`src/rtl/lc_mem_arbiter_if.sv`:
```
// Bus bundle for lc_mem_arbiter: two requester ports, the memory-controller port and
// the arbiter status outputs (GRANT, TIMEOUT_ERR).
//   slave  : arbiter view (requester/memory inputs in, ACK/RD_DATA/MEM_* out)
//   master : environment view (requesters and memory controller), directions reversed
interface lc_mem_arbiter_if #(
  parameter int unsigned LC_MEM_DATA_WIDTH = 32,
  parameter int unsigned LC_MEM_ADDR_WIDTH = 32
);
  localparam int unsigned AW = LC_MEM_ADDR_WIDTH - 2;

  // Requester side
  logic                         M0_REQ,     M1_REQ;
  logic                         M0_WRITE,   M1_WRITE;
  logic [AW-1:0]                M0_ADDR,    M1_ADDR;
  logic [LC_MEM_DATA_WIDTH-1:0] M0_WR_DATA, M1_WR_DATA;
  logic                         M0_PEND,    M1_PEND;
  logic                         M0_ACK,     M1_ACK;
  logic [LC_MEM_DATA_WIDTH-1:0] M0_RD_DATA, M1_RD_DATA;

  // Memory-controller side
  logic                         MEM_REQ_OUT;
  logic                         MEM_WRITE;
  logic [AW-1:0]                MEM_ADDR;
  logic [LC_MEM_DATA_WIDTH-1:0] MEM_WR_DATA;
  logic                         MEM_ACK_IN;
  logic [LC_MEM_DATA_WIDTH-1:0] MEM_RD_DATA;

  // Status
  logic [1:0]                   GRANT;
  logic                         TIMEOUT_ERR;

  modport slave (
    input  M0_REQ, M1_REQ, M0_WRITE, M1_WRITE, M0_ADDR, M1_ADDR,
    input  M0_WR_DATA, M1_WR_DATA, M0_PEND, M1_PEND,
    output M0_ACK, M1_ACK, M0_RD_DATA, M1_RD_DATA,
    output MEM_REQ_OUT, MEM_WRITE, MEM_ADDR, MEM_WR_DATA,
    input  MEM_ACK_IN, MEM_RD_DATA,
    output GRANT, TIMEOUT_ERR
  );

  modport master (
    output M0_REQ, M1_REQ, M0_WRITE, M1_WRITE, M0_ADDR, M1_ADDR,
    output M0_WR_DATA, M1_WR_DATA, M0_PEND, M1_PEND,
    input  M0_ACK, M1_ACK, M0_RD_DATA, M1_RD_DATA,
    input  MEM_REQ_OUT, MEM_WRITE, MEM_ADDR, MEM_WR_DATA,
    output MEM_ACK_IN, MEM_RD_DATA,
    input  GRANT, TIMEOUT_ERR
  );
endinterface

```
`src/rtl/lc_mem_arbiter.sv`:
```
// Two-requester round-robin memory arbiter with burst lock and four-phase handshakes on
// both the requester and memory-controller sides.
//
// Ports:
//   CLK   : sole clock, rising edge
//   RESET : synchronous, active-high reset
//   bus   : lc_mem_arbiter_if.slave -- M0/M1 request ports, memory-controller port,
//           GRANT (one-hot owner, 00 when idle) and TIMEOUT_ERR (sticky)
//
// Optional feature: define ARB_TIMEOUT_EN to enable the memory-ack timeout. Without it the
// arbiter waits for MEM_ACK_IN indefinitely and TIMEOUT_ERR is tied low.
module lc_mem_arbiter #(
  parameter int unsigned LC_MEM_DATA_WIDTH = 32,
  parameter int unsigned LC_MEM_ADDR_WIDTH = 32,
  parameter int unsigned TIMEOUT_CYCLES    = 255
) (
  input logic              CLK,
  input logic              RESET,
  lc_mem_arbiter_if.slave  bus
);

  if (TIMEOUT_CYCLES < 1 || TIMEOUT_CYCLES > 255) begin : gen_bad_timeout
    $error("TIMEOUT_CYCLES must be within 1..255");
  end

  typedef enum logic [1:0] {StIdle, StMemReq, StMemRel, StMstAck} state_e;

  state_e                       state_q, state_d;
  logic [1:0]                   grant_q, grant_d;
  logic                         last_m1_q, last_m1_d;   // M1 was most recently granted
  logic                         lock_q, lock_d;
  logic                         lock_m1_q, lock_m1_d;   // lock owner: 1 = M1, 0 = M0
  logic                         mem_req_q, mem_req_d;
  logic [1:0]                   ack_q, ack_d;
  logic [LC_MEM_DATA_WIDTH-1:0] rd0_q, rd0_d, rd1_q, rd1_d;

  logic [1:0]                   req;
  logic [1:0]                   win;
  logic                         gnt_req;
  logic                         mem_write;
  logic [LC_MEM_ADDR_WIDTH-3:0] mem_addr;
  logic [LC_MEM_DATA_WIDTH-1:0] mem_wr_data;

`ifdef ARB_TIMEOUT_EN
  localparam logic [7:0] TimeoutLast = 8'(TIMEOUT_CYCLES - 1);
  logic [7:0] cnt_q, cnt_d;
  logic       timeout_err_q, timeout_err_d;
`endif

  assign req     = {bus.M1_REQ, bus.M0_REQ};
  assign gnt_req = |(grant_q & req);

  // Memory-side request fields follow the current owner; zero when nobody owns the bus.
  always_comb begin
    mem_write   = 1'b0;
    mem_addr    = '0;
    mem_wr_data = '0;
    if (grant_q[1]) begin
      mem_write   = bus.M1_WRITE;
      mem_addr    = bus.M1_ADDR;
      mem_wr_data = bus.M1_WR_DATA;
    end else if (grant_q[0]) begin
      mem_write   = bus.M0_WRITE;
      mem_addr    = bus.M0_ADDR;
      mem_wr_data = bus.M0_WR_DATA;
    end
  end

  // Winner selection: a held lock excludes the other master entirely; otherwise the
  // master not most recently granted wins contention.
  always_comb begin
    win = 2'b00;
    if (lock_q) begin
      if (lock_m1_q && req[1])       win = 2'b10;
      else if (!lock_m1_q && req[0]) win = 2'b01;
    end else if (req == 2'b11) begin
      win = last_m1_q ? 2'b01 : 2'b10;
    end else begin
      win = req;
    end
  end

  always_comb begin
    state_d   = state_q;
    grant_d   = grant_q;
    last_m1_d = last_m1_q;
    lock_d    = lock_q;
    lock_m1_d = lock_m1_q;
    mem_req_d = mem_req_q;
    ack_d     = ack_q;
    rd0_d     = rd0_q;
    rd1_d     = rd1_q;
`ifdef ARB_TIMEOUT_EN
    cnt_d         = cnt_q;
    timeout_err_d = timeout_err_q;
`endif

    unique case (state_q)
      StIdle: begin
        if (win != 2'b00) begin
          grant_d   = win;
          last_m1_d = win[1];
          lock_d    = win[1] ? bus.M1_PEND : bus.M0_PEND;
          lock_m1_d = win[1];
          mem_req_d = 1'b1;
          state_d   = StMemReq;
`ifdef ARB_TIMEOUT_EN
          cnt_d     = '0;
`endif
        end
      end

      StMemReq: begin
        if (bus.MEM_ACK_IN) begin
          mem_req_d = 1'b0;
          state_d   = StMemRel;
          if (!mem_write) begin
            if (grant_q[0]) rd0_d = bus.MEM_RD_DATA;
            if (grant_q[1]) rd1_d = bus.MEM_RD_DATA;
          end
`ifdef ARB_TIMEOUT_EN
        end else if (cnt_q == TimeoutLast) begin
          // Abandon the access; the owner sees zero data and a normal ACK.
          mem_req_d     = 1'b0;
          timeout_err_d = 1'b1;
          state_d       = StMemRel;
          if (grant_q[0]) rd0_d = '0;
          if (grant_q[1]) rd1_d = '0;
        end else begin
          cnt_d = cnt_q + 8'd1;
`endif
        end
      end

      StMemRel: begin
        if (!bus.MEM_ACK_IN) begin
          // A requester that already withdrew its REQ gets no ACK.
          if (gnt_req) ack_d = grant_q;
          state_d = StMstAck;
        end
      end

      StMstAck: begin
        if (!gnt_req) begin
          ack_d   = 2'b00;
          grant_d = 2'b00;
          state_d = StIdle;
        end
      end

      default: state_d = StIdle;
    endcase
  end

  always_ff @(posedge CLK) begin
    if (RESET) begin
      state_q   <= StIdle;
      grant_q   <= 2'b00;
      last_m1_q <= 1'b1;
      lock_q    <= 1'b0;
      lock_m1_q <= 1'b0;
      mem_req_q <= 1'b0;
      ack_q     <= 2'b00;
      rd0_q     <= '0;
      rd1_q     <= '0;
`ifdef ARB_TIMEOUT_EN
      cnt_q         <= '0;
      timeout_err_q <= 1'b0;
`endif
    end else begin
      state_q   <= state_d;
      grant_q   <= grant_d;
      last_m1_q <= last_m1_d;
      lock_q    <= lock_d;
      lock_m1_q <= lock_m1_d;
      mem_req_q <= mem_req_d;
      ack_q     <= ack_d;
      rd0_q     <= rd0_d;
      rd1_q     <= rd1_d;
`ifdef ARB_TIMEOUT_EN
      cnt_q         <= cnt_d;
      timeout_err_q <= timeout_err_d;
`endif
    end
  end

  assign bus.GRANT       = grant_q;
  assign bus.MEM_REQ_OUT = mem_req_q;
  assign bus.MEM_WRITE   = mem_write;
  assign bus.MEM_ADDR    = mem_addr;
  assign bus.MEM_WR_DATA = mem_wr_data;
  assign bus.M0_ACK      = ack_q[0];
  assign bus.M1_ACK      = ack_q[1];
  assign bus.M0_RD_DATA  = rd0_q;
  assign bus.M1_RD_DATA  = rd1_q;
`ifdef ARB_TIMEOUT_EN
  assign bus.TIMEOUT_ERR = timeout_err_q;
`else
  assign bus.TIMEOUT_ERR = 1'b0;
`endif

endmodule

```
`src/flat_wrapper.sv`:
```
// flat-port wrapper written by rule: the top's interface ports become plain ports
module lc_mem_arbiter_flat 
#(
  parameter int unsigned LC_MEM_DATA_WIDTH = 32,
  parameter int unsigned LC_MEM_ADDR_WIDTH = 32,
  parameter int unsigned TIMEOUT_CYCLES    = 255
)
  (CLK, RESET, bus_M0_REQ, bus_M1_REQ, bus_M0_WRITE, bus_M1_WRITE, bus_M0_ADDR, bus_M1_ADDR, bus_M0_WR_DATA, bus_M1_WR_DATA, bus_M0_PEND, bus_M1_PEND, bus_M0_ACK, bus_M1_ACK, bus_M0_RD_DATA, bus_M1_RD_DATA, bus_MEM_REQ_OUT, bus_MEM_WRITE, bus_MEM_ADDR, bus_MEM_WR_DATA, bus_MEM_ACK_IN, bus_MEM_RD_DATA, bus_GRANT, bus_TIMEOUT_ERR);
  lc_mem_arbiter_if #(.LC_MEM_DATA_WIDTH(LC_MEM_DATA_WIDTH), .LC_MEM_ADDR_WIDTH(LC_MEM_ADDR_WIDTH)) bus_i ();
  input logic CLK;
  input logic RESET;
  input wire logic [$bits(bus_i.M0_REQ)-1:0] bus_M0_REQ;
  input wire logic [$bits(bus_i.M1_REQ)-1:0] bus_M1_REQ;
  input wire logic [$bits(bus_i.M0_WRITE)-1:0] bus_M0_WRITE;
  input wire logic [$bits(bus_i.M1_WRITE)-1:0] bus_M1_WRITE;
  input wire logic [$bits(bus_i.M0_ADDR)-1:0] bus_M0_ADDR;
  input wire logic [$bits(bus_i.M1_ADDR)-1:0] bus_M1_ADDR;
  input wire logic [$bits(bus_i.M0_WR_DATA)-1:0] bus_M0_WR_DATA;
  input wire logic [$bits(bus_i.M1_WR_DATA)-1:0] bus_M1_WR_DATA;
  input wire logic [$bits(bus_i.M0_PEND)-1:0] bus_M0_PEND;
  input wire logic [$bits(bus_i.M1_PEND)-1:0] bus_M1_PEND;
  output wire logic [$bits(bus_i.M0_ACK)-1:0] bus_M0_ACK;
  output wire logic [$bits(bus_i.M1_ACK)-1:0] bus_M1_ACK;
  output wire logic [$bits(bus_i.M0_RD_DATA)-1:0] bus_M0_RD_DATA;
  output wire logic [$bits(bus_i.M1_RD_DATA)-1:0] bus_M1_RD_DATA;
  output wire logic [$bits(bus_i.MEM_REQ_OUT)-1:0] bus_MEM_REQ_OUT;
  output wire logic [$bits(bus_i.MEM_WRITE)-1:0] bus_MEM_WRITE;
  output wire logic [$bits(bus_i.MEM_ADDR)-1:0] bus_MEM_ADDR;
  output wire logic [$bits(bus_i.MEM_WR_DATA)-1:0] bus_MEM_WR_DATA;
  input wire logic [$bits(bus_i.MEM_ACK_IN)-1:0] bus_MEM_ACK_IN;
  input wire logic [$bits(bus_i.MEM_RD_DATA)-1:0] bus_MEM_RD_DATA;
  output wire logic [$bits(bus_i.GRANT)-1:0] bus_GRANT;
  output wire logic [$bits(bus_i.TIMEOUT_ERR)-1:0] bus_TIMEOUT_ERR;
  assign bus_i.M0_REQ = bus_M0_REQ;
  assign bus_i.M1_REQ = bus_M1_REQ;
  assign bus_i.M0_WRITE = bus_M0_WRITE;
  assign bus_i.M1_WRITE = bus_M1_WRITE;
  assign bus_i.M0_ADDR = bus_M0_ADDR;
  assign bus_i.M1_ADDR = bus_M1_ADDR;
  assign bus_i.M0_WR_DATA = bus_M0_WR_DATA;
  assign bus_i.M1_WR_DATA = bus_M1_WR_DATA;
  assign bus_i.M0_PEND = bus_M0_PEND;
  assign bus_i.M1_PEND = bus_M1_PEND;
  assign bus_M0_ACK = bus_i.M0_ACK;
  assign bus_M1_ACK = bus_i.M1_ACK;
  assign bus_M0_RD_DATA = bus_i.M0_RD_DATA;
  assign bus_M1_RD_DATA = bus_i.M1_RD_DATA;
  assign bus_MEM_REQ_OUT = bus_i.MEM_REQ_OUT;
  assign bus_MEM_WRITE = bus_i.MEM_WRITE;
  assign bus_MEM_ADDR = bus_i.MEM_ADDR;
  assign bus_MEM_WR_DATA = bus_i.MEM_WR_DATA;
  assign bus_i.MEM_ACK_IN = bus_MEM_ACK_IN;
  assign bus_i.MEM_RD_DATA = bus_MEM_RD_DATA;
  assign bus_GRANT = bus_i.GRANT;
  assign bus_TIMEOUT_ERR = bus_i.TIMEOUT_ERR;
  lc_mem_arbiter #(.LC_MEM_DATA_WIDTH(LC_MEM_DATA_WIDTH), .LC_MEM_ADDR_WIDTH(LC_MEM_ADDR_WIDTH), .TIMEOUT_CYCLES(TIMEOUT_CYCLES)) u_core (.CLK(CLK), .RESET(RESET), .bus(bus_i));
endmodule
```
`config.mk`:
```
export PLATFORM = sky130hd
export DESIGN_NAME = lc_mem_arbiter_flat
export DESIGN_NICKNAME = d
export VERILOG_FILES = /design/src/rtl/lc_mem_arbiter_if.sv /design/src/rtl/lc_mem_arbiter.sv /design/src/flat_wrapper.sv
export SDC_FILE = /design/constraint.sdc
export NUM_CORES = 1
export LEC_CHECK = 0
export ABC_CLOCK_PERIOD_IN_PS = 4700
export CORE_MARGIN = 8
export CORE_UTILIZATION = 34
export DETAILED_ROUTE_END_ITERATION = 6
export HOLD_SLACK_MARGIN = 0.05
export PLACE_DENSITY = 0.86
export SLEW_MARGIN = 25
export SYNTH_ARGS = -nofsm -noshare
export SYNTH_HDL_FRONTEND = slang
export SYNTH_SLANG_ARGS = --single-unit
```
`constraint.sdc`:
```
create_clock -name CLK -period 4.7 [get_ports CLK]
set_input_delay 0.47 -clock CLK [delete_from_list [all_inputs] [get_ports CLK]]
set_output_delay 0.47 -clock CLK [all_outputs]
set_load 0.02 [all_outputs]
```
==> results by stage <==
Run status:
- The run finished with clean final reports.

Logic synthesis:
- The Yosys step of the flow raised 0 warnings.
- The main combinational cell family by area after synthesis is compound AO/OA/AOI/OAI gates.
- After synthesis the netlist holds a flip-flop and latch count of 74.
- The mapped netlist covers 0.00343 sq mm.
- After synthesis, the mean cell area works out to 7.97 sq um.
- After Yosys synthesis, full adders, half adders and majority gates account for 1.83% of the synthesized area.
- The post-synthesis share of cell area spent on and, or, nand and nor gates is 19.2%.
- The dominant register cell in the synthesized netlist is sky130_fd_sc_hd__dfxtp_1.
- Counting flops with a built-in enable in the synthesized netlist gives 0.
- Of the total synthesized cell area, the portion taken by XOR and XNOR cells is 0%.
- The share of async-settable or async-resettable flops after synthesis is 0%.
- Summing the sequential cell areas from Yosys gives 43.2% of the chip area.
- The total nets after synthesis is 600.
- The synthesized-area fraction occupied by ao, oa, aoi and oai cells is 28.6%.
- The portion of synthesized area spent on multiplexers is 2.08%.
- The distinct cell type count of the synthesized netlist is 36.
- In the synthesized netlist, the number of instances is 430.

Timing:
- The number of hold violations in the final report is 0.
- At the pin with the least slew margin, the transition time is 0.982 ns.
- The final number of max-transition violations came to 0.
- The final worst clock skew is 0.0121 ns.
- The final critical path takes up 67.5% of the cycle.
- After layout, the worst setup slack is 1.53 ns.
- On the final layout, the worst hold slack is 0.454 ns.
- Setup repair after global routing left no endpoint under its margin.
- Derived from the worst setup path, the maximum achievable clock frequency is 315 MHz.
- Setup violations remaining at the end of the flow were counted as 0.
- Headroom to the max-slew limit came out at 34.2%.
- Counting I/O delays and the setup requirement, the final critical path takes 3.17 ns.
- For the final routed database, the setup TNS stands at 0 ns.

Worst setup path:
- The start-to-end type of the worst setup path is reg -> out.
- STA classifies the critical path startpoint as a flop.
- Of all nets on the critical path, the largest fanout is 33.
- At the worst endpoint, the arrival time is 2.70 ns.
- The number of buffer and inverter stages on the critical path is 3.
- On the critical path, the stage with the largest delay is an instance of sky130_fd_sc_hd__clkdlybuf4s50_1.
- The sort of element at the end of the critical path is an output pin.
- The cell family contributing the most delay on the critical path is buffers and inverters.
- The signal on the critical path passes through inv_1 -> nor2_4 -> buf_4 -> a22o_1 -> clkdlybuf4s50_1.
- For this run, the slowest stage of the critical path takes 0.62 ns.
- The endpoint required time on the critical path is 4.23 ns.

Drt:
- After the first detailed-routing iteration, the DRC count stood at 349.
- The total wire length after detailed routing is 19300 um.
- The detail route stage leaves a number of antenna-violating nets equal to 0.
- The detailed-routing iteration count for the pre-antenna-repair pass is 7.
- The via count of the routed design is 4408.
- The mean routed wirelength per cell is 22.8 um.
- The via density per instance is 5.21.
- The total DRC errors in the routed layout is 0.

Pwr:
- The design draws 0.00264 W.
- Dividing total power by cell area gives a power density of 393 mW/mm^2.
- The static leakage is 2.40 nW.
- VDD sags by at most 0.211 mV.

Die:
- The area of the die is 0.0135 sq mm.
- The chip height is 116 um.
- Row generation in the floorplan step produced 36 rows.
- The initial core utilization is 35.1%.
- The boundary pin count is 298.
- The area of the core is 0.00977 sq mm.
- The horizontal die dimension is 116 um.

Global routing:
- The via count of the first global-routing pass came to 4250.
- The global-route usage over all layers is 26.9%.
- The pin count of the biggest net entering global routing is 68.
- The first-pass GRT wire length is 27000 um.
- The number of antenna violations at the first check in global routing is 6.
- The final global-route overflow total is 0.

Clock network:
- The number of resized instances in the post-cts repair step is 0.
- The number of buffers between clock root and the deepest sink is 2.
- The number of setup buffers added after CTS is 0.
- The total of hold buffers inserted after clock tree synthesis is 0.
- The clock-pin slew of the registers on the worst-case setup and hold paths is 0.08 ns.
- For this design, the sink count on the clock tree is 74.
- The number of buffers added by the clock tree synthesis step is 9.
- CTS built an H-tree with a depth of 3.
- At the later pin of the worst-skew pair, clock insertion delay measures 0.35 ns.
- The TritonCTS clock tree is yes.
- The root cell of the clock tree is sky130_fd_sc_hd__clkbuf_8.

Final layout:
- The final instance area is 0.00672 sq mm.
- The fraction of layout cells with a size suffix above 1 is 4.08%.
- The final net count is 876.
- Fill cells in the final layout number 787.
- The most common library cell in the layout ignoring fill and taps is sky130_fd_sc_hd__clkdlybuf4s50_1.
- The area growth from synthesis to layout is 96.1%.
- The top cell types in the final layout, fill and taps aside, are 295 x sky130_fd_sc_hd__clkdlybuf4s50_1, 134 x sky130_fd_sc_hd__nand2_1, 73 x sky130_fd_sc_hd__dfxtp_1.

Placement:
- During placement, the flow inserted port buffers numbering 296.
- At the end of routability-driven placement, the weighted congestion stood at 1.02.
- The placement-stage cell area is 0.00646 sq mm.
- Detailed placement ended at an HPWL of 15700 um.
- At the placement stage, the worst setup path has a slack of 1.92 ns.

Job:
- The max-cap check violation count is 0.

Worst hold path:
- The type of the worst min-delay path is reg -> reg.
==> synthesized netlist by cell type, drive strengths merged, types with 3 or more instances <==
library cell	count	area, sq um
nor2b	4	25.0
buf	5	27.5
ha	5	62.6
nor2	7	26.3
inv	7	26.3
dfxtp	74	1480
a22o	63	552
a21oi	64	320
nand2	134	503
mux2i	6	60.1
o32ai	3	26.3
clkbuf	31	116
==> state kept, by name, indices dropped and copies added, names as in the netlist <==
register and count:
u_core.ack_q 2, u_core.bus.GRANT 2, u_core.bus.M0_RD_DATA 32, u_core.bus.M1_RD_DATA 32, u_core.bus.MEM_REQ_OUT 1, u_core.last_m1_q 1, u_core.lock_m1_q 1, u_core.lock_q 1
u_core.state_q 2
==> stage by stage <==
| stage | util [%] | cells |
|---|---|---|
| 5_1_grt | 68.7 | 846 |
| 3_5_place_dp | 66.1 | 828 |
| 6_report | 68.7 | 846 |
| 4_1_cts | 68.7 | 844 |
| 3_3_place_gp | 66.1 | 828 |
| 2_1_floorplan | - | 430 |
==> worst min-delay path, delay by kind of cell, from the launching register on <==
family / cells / cell delay (ns)
compound gates: 1 / 0.05
flops: 1 / 0.31
simple gates: 1 / 0.05
==> per-layer routing <==
metal  GRT usage, %  part of all wire [%]  vias up
met5              0                  0.28        -
met4           13.2                   3.0        8
met3           13.0                    14       42
met2           42.7                    47      259
met1           29.5                    36     2039
li1               -                     -     2060
==> cell families after synthesis <==
family,Yosys count
DFF,74
buffers and inverters,43
muxes,7
and+or+nand+nor,161
adders and majority gates,5
AOI/OAI and AO/OA,139
other,1
==> worst paths after layout <==
path | from | endpoint | slack [ns] | cells after the start
hold reg to reg | u_core.bus.M0_RD_DATA[5] | u_core.bus.M0_RD_DATA[5] | 0.45 | 2
setup / recovery | u_core.bus.GRANT[0] | bus_MEM_ADDR[5] | 1.53 | 5
hold / removal | u_core.bus.M0_RD_DATA[5] | u_core.bus.M0_RD_DATA[5] | 0.45 | 2
setup reg to reg | u_core.bus.GRANT[1] | u_core.bus.M0_RD_DATA[14] | 2.13 | 6
==> where the power goes <==
group	switching (W)	internal, W	total (W)
sequential	0.0000331	0.000667	0.000700
combinational	0.000678	0.000650	0.00133
clock	0.000232	0.000382	0.000615
total	0.000944	0.00170	0.00264
==> final cells by class <==
type	count	area, sq um	share of cell area, %
Tap cell	133	166	2.48
Inverter	7	26.3	0.391
Clock inverter	4	97.6	1.45
Clock buffer	12	155	2.31
Sequential cell	74	1480	22.1
Multi-Input combinational cell	313	1790	26.6
Antenna cell	2	5.00	0.0745
Timing Repair Buffer	301	3000	44.6
Power figures use the tool's default switching activity.
